$ cat src/rtl/div_pkg.sv
// Shared definitions for the iterative restoring divider: FSM state encoding,
// default geometry and the iteration-counter width helper.
package div_pkg;

  localparam int W_DEF   = 32;
  localparam int BPC_DEF = 1;
  localparam int N       = W_DEF / BPC_DEF;

  // A single-iteration configuration still needs a one-bit counter.
  function automatic int cnt_width(input int n);
    return (n > 1) ? $clog2(n) : 1;
  endfunction

  localparam int CNT_W = cnt_width(N);

  typedef enum logic [1:0] {
    IDLE = 2'd0,
    RUN  = 2'd1,
    DONE = 2'd2
  } state_t;

endpackage

$ cat src/rtl/div_step.sv
// One restoring division step: shift the next dividend bit into the partial
// remainder, subtract the divisor when it fits, and retire one quotient bit.
module div_step #(
  parameter int W = 32
) (
  input  logic [W-1:0] rem_i,
  input  logic [W-1:0] lo_i,
  input  logic [W-1:0] d_i,
  output logic [W-1:0] rem_o,
  output logic [W-1:0] lo_o
);

  logic [W:0] trial;
  logic       ge;

  assign trial = {rem_i, lo_i[W-1]};
  assign ge    = trial >= {1'b0, d_i};
  // The remainder stays below d, so the difference always fits in W bits.
  assign rem_o = ge ? W'(trial - {1'b0, d_i}) : trial[W-1:0];
  assign lo_o  = {lo_i[W-2:0], ge};

endmodule

$ cat src/rtl/div_iter.sv
// Iterative 2W/W restoring divider, BPC quotient bits per clock, with signed
// mode, divide-by-zero / overflow flags and valid/ready handshakes.
//
// state | meaning
// IDLE  | waiting for an op; in_ready high
// RUN   | N iterations of BPC restoring steps in flight
// DONE  | result held on q/r/flags until out_ready
module div_iter
  import div_pkg::*;
#(
  parameter int W   = W_DEF,
  parameter int BPC = BPC_DEF
) (
  input  logic           clk,
  input  logic           rstn,
  input  logic           in_valid,
  output logic           in_ready,
  input  logic           in_signed,
  input  logic [2*W-1:0] x,
  input  logic [W-1:0]   d,
  output logic           out_valid,
  input  logic           out_ready,
  output logic [W-1:0]   q,
  output logic [W-1:0]   r,
  output logic           div_zero,
  output logic           ovf
);

  localparam int NI = W / BPC;
  localparam int CW = cnt_width(NI);
  localparam logic [CW-1:0] CNT_LAST = CW'(NI - 1);

  state_t         state_q;
  logic [CW-1:0]  cnt_q;
  logic [W-1:0]   dmag_q, rem_q, lo_q;
  logic           sgn_q, neg_q_q, neg_r_q;
  logic [W-1:0]   q_q, r_q;
  logic           dz_q, ovf_q, in_ready_q, out_valid_q;

  logic           sx, sd;
  logic [2*W-1:0] xmag;
  logic [W-1:0]   dmag;
  logic           acc_ovf;

  assign sx      = in_signed & x[2*W-1];
  assign sd      = in_signed & d[W-1];
  assign xmag    = sx ? -x : x;
  assign dmag    = sd ? -d : d;
  // High half >= divisor means the quotient cannot fit in W bits.
  assign acc_ovf = xmag[2*W-1:W] >= dmag;

  logic [W-1:0] rem_c [BPC+1];
  logic [W-1:0] lo_c  [BPC+1];

  assign rem_c[0] = rem_q;
  assign lo_c[0]  = lo_q;

  for (genvar gi = 0; gi < BPC; gi++) begin : g_step
    div_step #(.W(W)) u_step (
      .rem_i (rem_c[gi]),
      .lo_i  (lo_c[gi]),
      .d_i   (dmag_q),
      .rem_o (rem_c[gi+1]),
      .lo_o  (lo_c[gi+1])
    );
  end

  logic [W-1:0] qmag, rmag, q_d, r_d;
  logic         run_ovf;

  assign qmag    = lo_c[BPC];
  assign rmag    = rem_c[BPC];
  // Signed range is [-2^(W-1), 2^(W-1)-1]; only the negative side reaches 2^(W-1).
  assign run_ovf = sgn_q & qmag[W-1] & (~neg_q_q | (|qmag[W-2:0]));
  assign q_d     = run_ovf ? '1 : (neg_q_q ? -qmag : qmag);
  assign r_d     = run_ovf ? '0 : (neg_r_q ? -rmag : rmag);

  always_ff @(posedge clk or negedge rstn) begin
    if (!rstn) begin
      state_q     <= IDLE;
      cnt_q       <= '0;
      dmag_q      <= '0;
      rem_q       <= '0;
      lo_q        <= '0;
      sgn_q       <= 1'b0;
      neg_q_q     <= 1'b0;
      neg_r_q     <= 1'b0;
      q_q         <= '0;
      r_q         <= '0;
      dz_q        <= 1'b0;
      ovf_q       <= 1'b0;
      in_ready_q  <= 1'b1;
      out_valid_q <= 1'b0;
    end else begin
      case (state_q)
        IDLE: begin
          if (in_valid) begin
            sgn_q      <= in_signed;
            neg_q_q    <= sx ^ sd;
            neg_r_q    <= sx;
            dmag_q     <= dmag;
            rem_q      <= xmag[2*W-1:W];
            lo_q       <= xmag[W-1:0];
            cnt_q      <= '0;
            in_ready_q <= 1'b0;
            if (d == '0) begin
              state_q     <= DONE;
              out_valid_q <= 1'b1;
              dz_q        <= 1'b1;
              ovf_q       <= 1'b0;
              q_q         <= '1;
              r_q         <= x[W-1:0];
            end else if (acc_ovf) begin
              state_q     <= DONE;
              out_valid_q <= 1'b1;
              dz_q        <= 1'b0;
              ovf_q       <= 1'b1;
              q_q         <= '1;
              r_q         <= '0;
            end else begin
              state_q <= RUN;
            end
          end
        end
        RUN: begin
          rem_q <= rem_c[BPC];
          lo_q  <= lo_c[BPC];
          cnt_q <= cnt_q + 1'b1;
          if (cnt_q == CNT_LAST) begin
            state_q     <= DONE;
            out_valid_q <= 1'b1;
            dz_q        <= 1'b0;
            ovf_q       <= run_ovf;
            q_q         <= q_d;
            r_q         <= r_d;
          end
        end
        DONE: begin
          if (out_ready) begin
            state_q     <= IDLE;
            out_valid_q <= 1'b0;
            in_ready_q  <= 1'b1;
          end
        end
        default: begin
          state_q     <= IDLE;
          out_valid_q <= 1'b0;
          in_ready_q  <= 1'b1;
        end
      endcase
    end
  end

  assign in_ready  = in_ready_q;
  assign out_valid = out_valid_q;
  assign q         = q_q;
  assign r         = r_q;
  assign div_zero  = dz_q;
  assign ovf       = ovf_q;

endmodule

$ cat config.mk
export PLATFORM = sky130hd
export DESIGN_NAME = div_iter
export DESIGN_NICKNAME = d
export VERILOG_FILES = /design/src/rtl/div_pkg.sv /design/src/rtl/div_step.sv /design/src/rtl/div_iter.sv
export SDC_FILE = /design/constraint.sdc
export NUM_CORES = 1
export LEC_CHECK = 0
export ABC_AREA = 1
export CAP_MARGIN = 10
export CORE_AREA = 4 4 259 261
export CTS_BUF_LIST = sky130_fd_sc_hd__clkbuf_2
export DETAILED_ROUTE_END_ITERATION = 10
export DIE_AREA = 0 0 263 265
export GPL_ROUTABILITY_DRIVEN = 1
export PLACE_DENSITY = 0.44
export SYNTH_ARGS = -nofsm -noshare
export SYNTH_HDL_FRONTEND = slang
export SYNTH_HIERARCHICAL = 1
export SYNTH_SLANG_ARGS = --single-unit
export TNS_END_PERCENT = 30
$ cat constraint.sdc
create_clock -name clk -period 7.8 [get_ports clk]
set_input_delay 0.78 -clock clk [delete_from_list [all_inputs] [get_ports clk]]
set_output_delay 0.78 -clock clk [all_outputs]
set_load 0.02 [all_outputs]
; After elaboration in Yosys (flattened, before gate mapping)
; Index checks and enable logic that the tools add are counted.
[op_classes]
eq_ne = 7
mux = 47
bitwise = 8
order_cmp = 2
addsub = 6
reduce_logical = 10
[ops]
columns = operator, count
row1 = 32-bit two-way mux, 16
row2 = 32-bit one-hot mux with 2 select lines, 4
row3 = 32-bit negation, 3
row4 = 64-bit two-way mux, 1
row5 = 64-bit negation, 1
row6 = 33-bit by 32-bit >= comparator with 1-bit output, 1
row7 = 32-bit >= comparator, 1
row8 = 32-bit logical NOT, 1
row9 = 32-bit subtractor, 1
row10 = 31-bit OR reduction, 1
row11 = 1-bit two-way mux, 14
row12 = 2-bit two-way mux, 5
row13 = 5-bit one-hot mux with 2 select lines, 1
row14 = 4-bit AND reduction, 2
row15 = 2-bit != test (second input constant), 3
row16 = 1-bit one-hot mux with 3 select lines, 2
row17 = 2-bit one-hot mux with 3 select lines, 1
row18 = 3-bit AND reduction, 2
row19 = 5-bit by 1-bit adder with 5-bit output (second input constant), 1
row20 = 5-bit equality test (second input constant), 1
row21 = 5-bit two-way mux, 1
row22 = 1-bit AND, 4
row23 = 1-bit one-hot mux with 2 select lines, 2
row24 = 2-bit AND reduction, 2
row25 = other kinds (8), 9
[word_totals]
output_inout_bits = 68
inputBits = 101
reg_bits = 174

; Longest topological paths before layout
[logic_depth]
depth_word = 7
depth_mapped = 29

; Cells and area by module
; Netlist, hierarchy kept.
[by_module_without_submodules]
columns = mod, area_each_um2, seq_area_each_um2, cells_each, instances
row1 = div_iter, 13290.2, 4355.4, 2046, 1
row2 = div_step, 3400.8, 0.0, 679, 1

; Least setup slack after synthesis
; Ideal clock, no wire load.
[synth_timing]
kind = in2reg
from = in x[0]
to = reg r_q[17], in the netlist r[17]
required_ns = 7.684
slack_ns = 4.383
n_path_buf = 1
arrival_time_ns = 3.300
cell_stages = 25
cell_sequence = inv_1 -> ha_1 -> inv_1 -> nor2_1 -> nand2_1 -> nor3_1 -> inv_1 -> nor2_1 -> nand2_1 -> nand2_1 -> nand2_1 -> a21oi_1 -> ha_1 -> nand2_1 -> nor2_1 -> nand2_1 -> o21bai_1 -> nand4_1 -> nor2_1 -> nand2_2 -> nand2_4 -> clkinv_2 -> buf_4 -> nand2_1 -> nand2_1
[synth_between]
elab_chain_cells = 5
[synth_lines]
columns = element, line_no
row1 = from (decl), div_iter.sv:19  ; input logic [2*W-1:0] x,
row2 = 64-bit negation, div_iter.sv:47  ; assign xmag = sx ? -x : x;
row3 = 64-bit two-way mux, div_iter.sv:47
row4 = 32-bit >= comparator, div_iter.sv:50  ; assign acc_ovf = xmag[2*W-1:W] >= dmag;
row5 = 3-bit != test (no line), -
row6 = 4-bit AND reduction (no line), -
row7 = to (signal assigned), div_iter.sv:112  ; r_q <= x[W-1:0];
row8 = to (signal assigned), div_iter.sv:135  ; r_q <= r_d;
row9 = to (decl), div_iter.sv:37  ; logic [W-1:0] q_q, r_q;
; No other way between the ends.
; A chain may end at the register's enable or synchronous reset.

; Worst setup path in the final report
[layout_timing]
from = reg rem_q[27]
to = reg r_q[18], in the netlist r[18]
[layout_between]
elab_chain_cells = 7
elab_cells_between_ends = 10
[layout_lines]
columns = element, line_no
row1 = from (decl), div_iter.sv:35  ; logic [W-1:0] dmag_q, rem_q, lo_q;
row2 = from (signal assigned), div_iter.sv:102  ; rem_q <= xmag[2*W-1:W];
row3 = from (signal assigned), div_iter.sv:126  ; rem_q <= rem_c[BPC];
row4 = 33-bit by 32-bit >= comparator with 1-bit output (*), div_step.sv:17  ; assign ge = trial >= {1'b0, d_i};
row5 = named net qmag[0], div_iter.sv:68  ; logic [W-1:0] qmag, rmag, q_d, r_d;
row6 = 32-bit two-way mux or 31-bit OR reduction (tied branches), "div_step.sv:19, div_iter.sv:74"
row7 = 32-bit negation or 1-bit bitwise OR (tied branches), "div_iter.sv:76, div_iter.sv:74"
row8 = 32-bit two-way mux or 1-bit AND (tied branches), "div_iter.sv:76, div_iter.sv:74"
row9 = 32-bit two-way mux (*), div_iter.sv:76  ; assign r_d = run_ovf ? '0 : (neg_r_q ? -rmag : rmag);
row10 = 32-bit two-way mux (*), div_iter.sv:129  ; if (cnt_q == CNT_LAST) begin
row11 = 32-bit one-hot mux with 2 select lines (*), div_iter.sv:95  ; case (state_q)
; The timed path passes the listed nets; every way through them passes the cells marked *. The select of a mux whose other input is x is not followed.

==> flow_summary.toml <==
[status]
status = "completed"

[clock_network]
clkTransAtPathRegs_ps = 290
cts_tree = "yes"
h-tree-depth = 4
numCtsBuffers = 17
root_buffer = "clkbuf_2"
cts_resized = 0
clock_latency_ps = 950
cts_setup_buffers = 0
cts_sinks = 174
clk_path_buf_depth = 2

[timing]
worst_pin_slew_ps = 996
fin_skew_ps = 54.0
finalSetupTns_ps = 0
drv_slew = 0
slew_headroom = 0.336
fin_crit_sh = 0.660
rsz0062_at_grt = "no"
fmax_mhz = 194
hold_violations = 0
min_period_ps = 5150
report.final.setup_viol = 0

[logic_synthesis]
yosysWarnings = 6
syn-num-nets = 2897
synth_edf_count = 0
synth_seq_cells = 174
yosysUniqueCellTypes = 48
syn_area_um2 = 16700
synth-async-reset-ratio = 1.00
syn-instance-count = 2725
avgSynthCellArea_um2 = 6.13
ys.flop_type = "dfrtp_1"
synth-seq-area-share = 0.261

[detailed_routing]
drtPass1Iterations = 6
num_vias = 17800
wl_per_cell_um = 19.8
wirelength_um = 73000
vias_per_cell = 4.84
drc = 0
ant_nets = 0
drt_iter0_markers = 1257

[worst_setup_path]
cpLargestDelayFamily = "simple AND/OR/NAND/NOR gates"
crit-reg2reg-launch = "rem_q[27]"
cp-end-kind = "flip-flop"
critPathSlowestCell = "a21oi_1"
r2r-end = "r[18]"
worst_ep_arrival_time_ps = 6040
crit_top_cell = "nand2_1"
cp_max_fo = 36
rr_worst_depth = 21
path_cells = "ha_1 > a21oi_1 > nand2_1 > a21oi_1 > nand2_1 > nor2_4 > buf_4 > nand2_8 > inv_1 > ha_1 > nand3_1 > nor2_1 > nand2_1 > nor2_1 > nand2_1 > a21oi_1 > buf_4 > nand3b_1 > nand2_1 > nand2_1 > nand2_1"
max_stage_delay_ps = 760
critical_path_class = "reg2reg"
cp_num_buf_inv = 3
ff2ff_setup_slack_ps = 2650
required_ps = 8690
start_kind = "flip-flop"

[placed_design]
place_congestion = 0.919
dpl_cell_area_um2 = 18900
dp_hpwl_um = 60100
port_buffers = 168

[floorplanning]
start_util = 0.259
io_pins = 169
row_count = 93
die-area_um2 = 69700
die_h_um = 265
die_w_um = 263
core-area_um2 = 64500

[power_and_ir_drop]
ir_drop_mv = 0.212
leakagePower_uw = 0.00937
p_per_area_nw_per_um2 = 479

[final_layout]
final_nets = 2981
layout-drive-gt1-share = 0.0351
utilization = 0.297
final_cell_area_um2 = 19200
area_growth_pct = 14.9

[job]
maxCapViolCount = 0

[global_route]
grt_pass1_wl_um = 109000
antenna_found_initial = 4
grt-ovfl-total = 0
grt_max_degree = 70
first_global_vias = 17400
track_usage = 0.203

[worst_hold_path]
min_path_type = "in2async"
-- flip-flops by register name (all words and copies together), names as in the netlist, 2 cells and up --
register and count:
cnt_q 5, q 32, r 32, rem_q 32, state_q 2, dmag_q 32
lo_q 32
-- timing repair --
item	CTS	global route
endpoints found under the hold margin	52	0
hold buffers	1	0
setup endpoints to repair	0	0
-- cell usage after synthesis (40+ instances only) --
cell      instances  area (µm²)
xor2_1           97         850
o21ai_0         129         646
nor2_1          311        1170
nand2_1         946        3550
clkbuf_1         48         180
ha_1             70         876
inv_1           339        1270
nand3_1         201        1010
a21oi_1          66         330
dfrtp_1         173        4330
nand4_1          40         250
a22oi_1          53         398
-- cell type report --
type	instances	area, µm²
Antenna cell	2	5.00
Clock buffer	19	95.1
Clock inverter	13	179
Fill cell	7378	45300
Inverter	345	1300
Multi-Input combinational cell	2090	10400
Sequential cell	174	4360
Tap cell	855	1070
Timing Repair Buffer	181	1780
-- report_power, final --
| part | total [µW] | leakage, µW | switching (µW) | internal, µW |
|---|---|---|---|---|
| sequential | 1720 | 0.00217 | 405 | 1320 |
| combinational | 6890 | 0.00704 | 4780 | 2110 |
| clock | 575 | 0.000161 | 383 | 192 |
| total | 9190 | 0.00937 | 5570 | 3620 |
-- per-stage QoR --
stage	worst slack [ps]	std cells	hold slack [ps]	power, µW
final	2650	3679	321	9190
after global routing	2280	3679	296	10100
after CTS	2650	3677	236	9240
after detailed placement	2080	3644	461	8640
after global placement	2080	3644	465	8650
after floorplan	4380	2725	449	6340
-- metal layers --
metal  share of wire  global-route usage  wire length (µm)
met1            0.45               0.268             32600
met2            0.47               0.342             34300
met3           0.046              0.0291              3390
met4           0.037              0.0716              2720
met5         0.00018                   0                13
-- worst reg2reg max path, cell delays in order (launching register included) --
cell      delay, ps
dfrtp_1         510
ha_1            390
a21oi_1         300
nand2_1         130
a21oi_1         140
nand2_1         110
nor2_4           80
buf_4           370
nand2_8         310
inv_1           240
ha_1            280
nand3_1         100
nor2_1          160
nand2_1          80
nor2_1          200
nand2_1         100
a21oi_1         760
buf_4           350
nand3b_1        230
nand2_1         130
nand2_1          50
nand2_1          70
-- how the worst max path moves through the flow --
| stage | to | slack (ps) | depth (start not counted) | startpoint |
|---|---|---|---|---|
| 2_1_floorplan | r[17] | 4380 | 25 | x[0] |
| 3_3_place_gp | r[9] | 2080 | 19 | x[63] |
| 3_5_place_dp | r[10] | 2080 | 25 | x[1] |
| 4_1_cts | r[18] | 2650 | 21 | rem_q[27] |
| 5_1_grt | r[18] | 2280 | 25 | dmag_q[3] |
| 6_report | r[18] | 2650 | 21 | rem_q[27] |
-- logic make-up after synthesis --
logic type / after synthesis / synth area share
flip-flops: 174 / 0.261
XOR/XNOR: 108 / 0.0567
adder cells (fa/ha/maj): 71 / 0.0537
AO/OA/AOI/OAI: 303 / 0.105
buffers and inverters: 461 / 0.118
AND/OR/NAND/NOR: 1608 / 0.406
-- placed cells by master, fill, tap and decap left out, drive strengths merged, types with 12 or more instances in the layout --
cell / instances
nand2: 954
inv: 349
nor2: 327
nand3: 212
dfrtp: 173
clkdlybuf4s50: 167
o21ai: 142
xor2: 97
ha: 70
a21oi: 66
a22oi: 53
nand4: 41
nand3b: 29
nor3: 28
clkbuf: 19
buf: 13
o22ai: 12
Power figures use the tool's default switching activity.
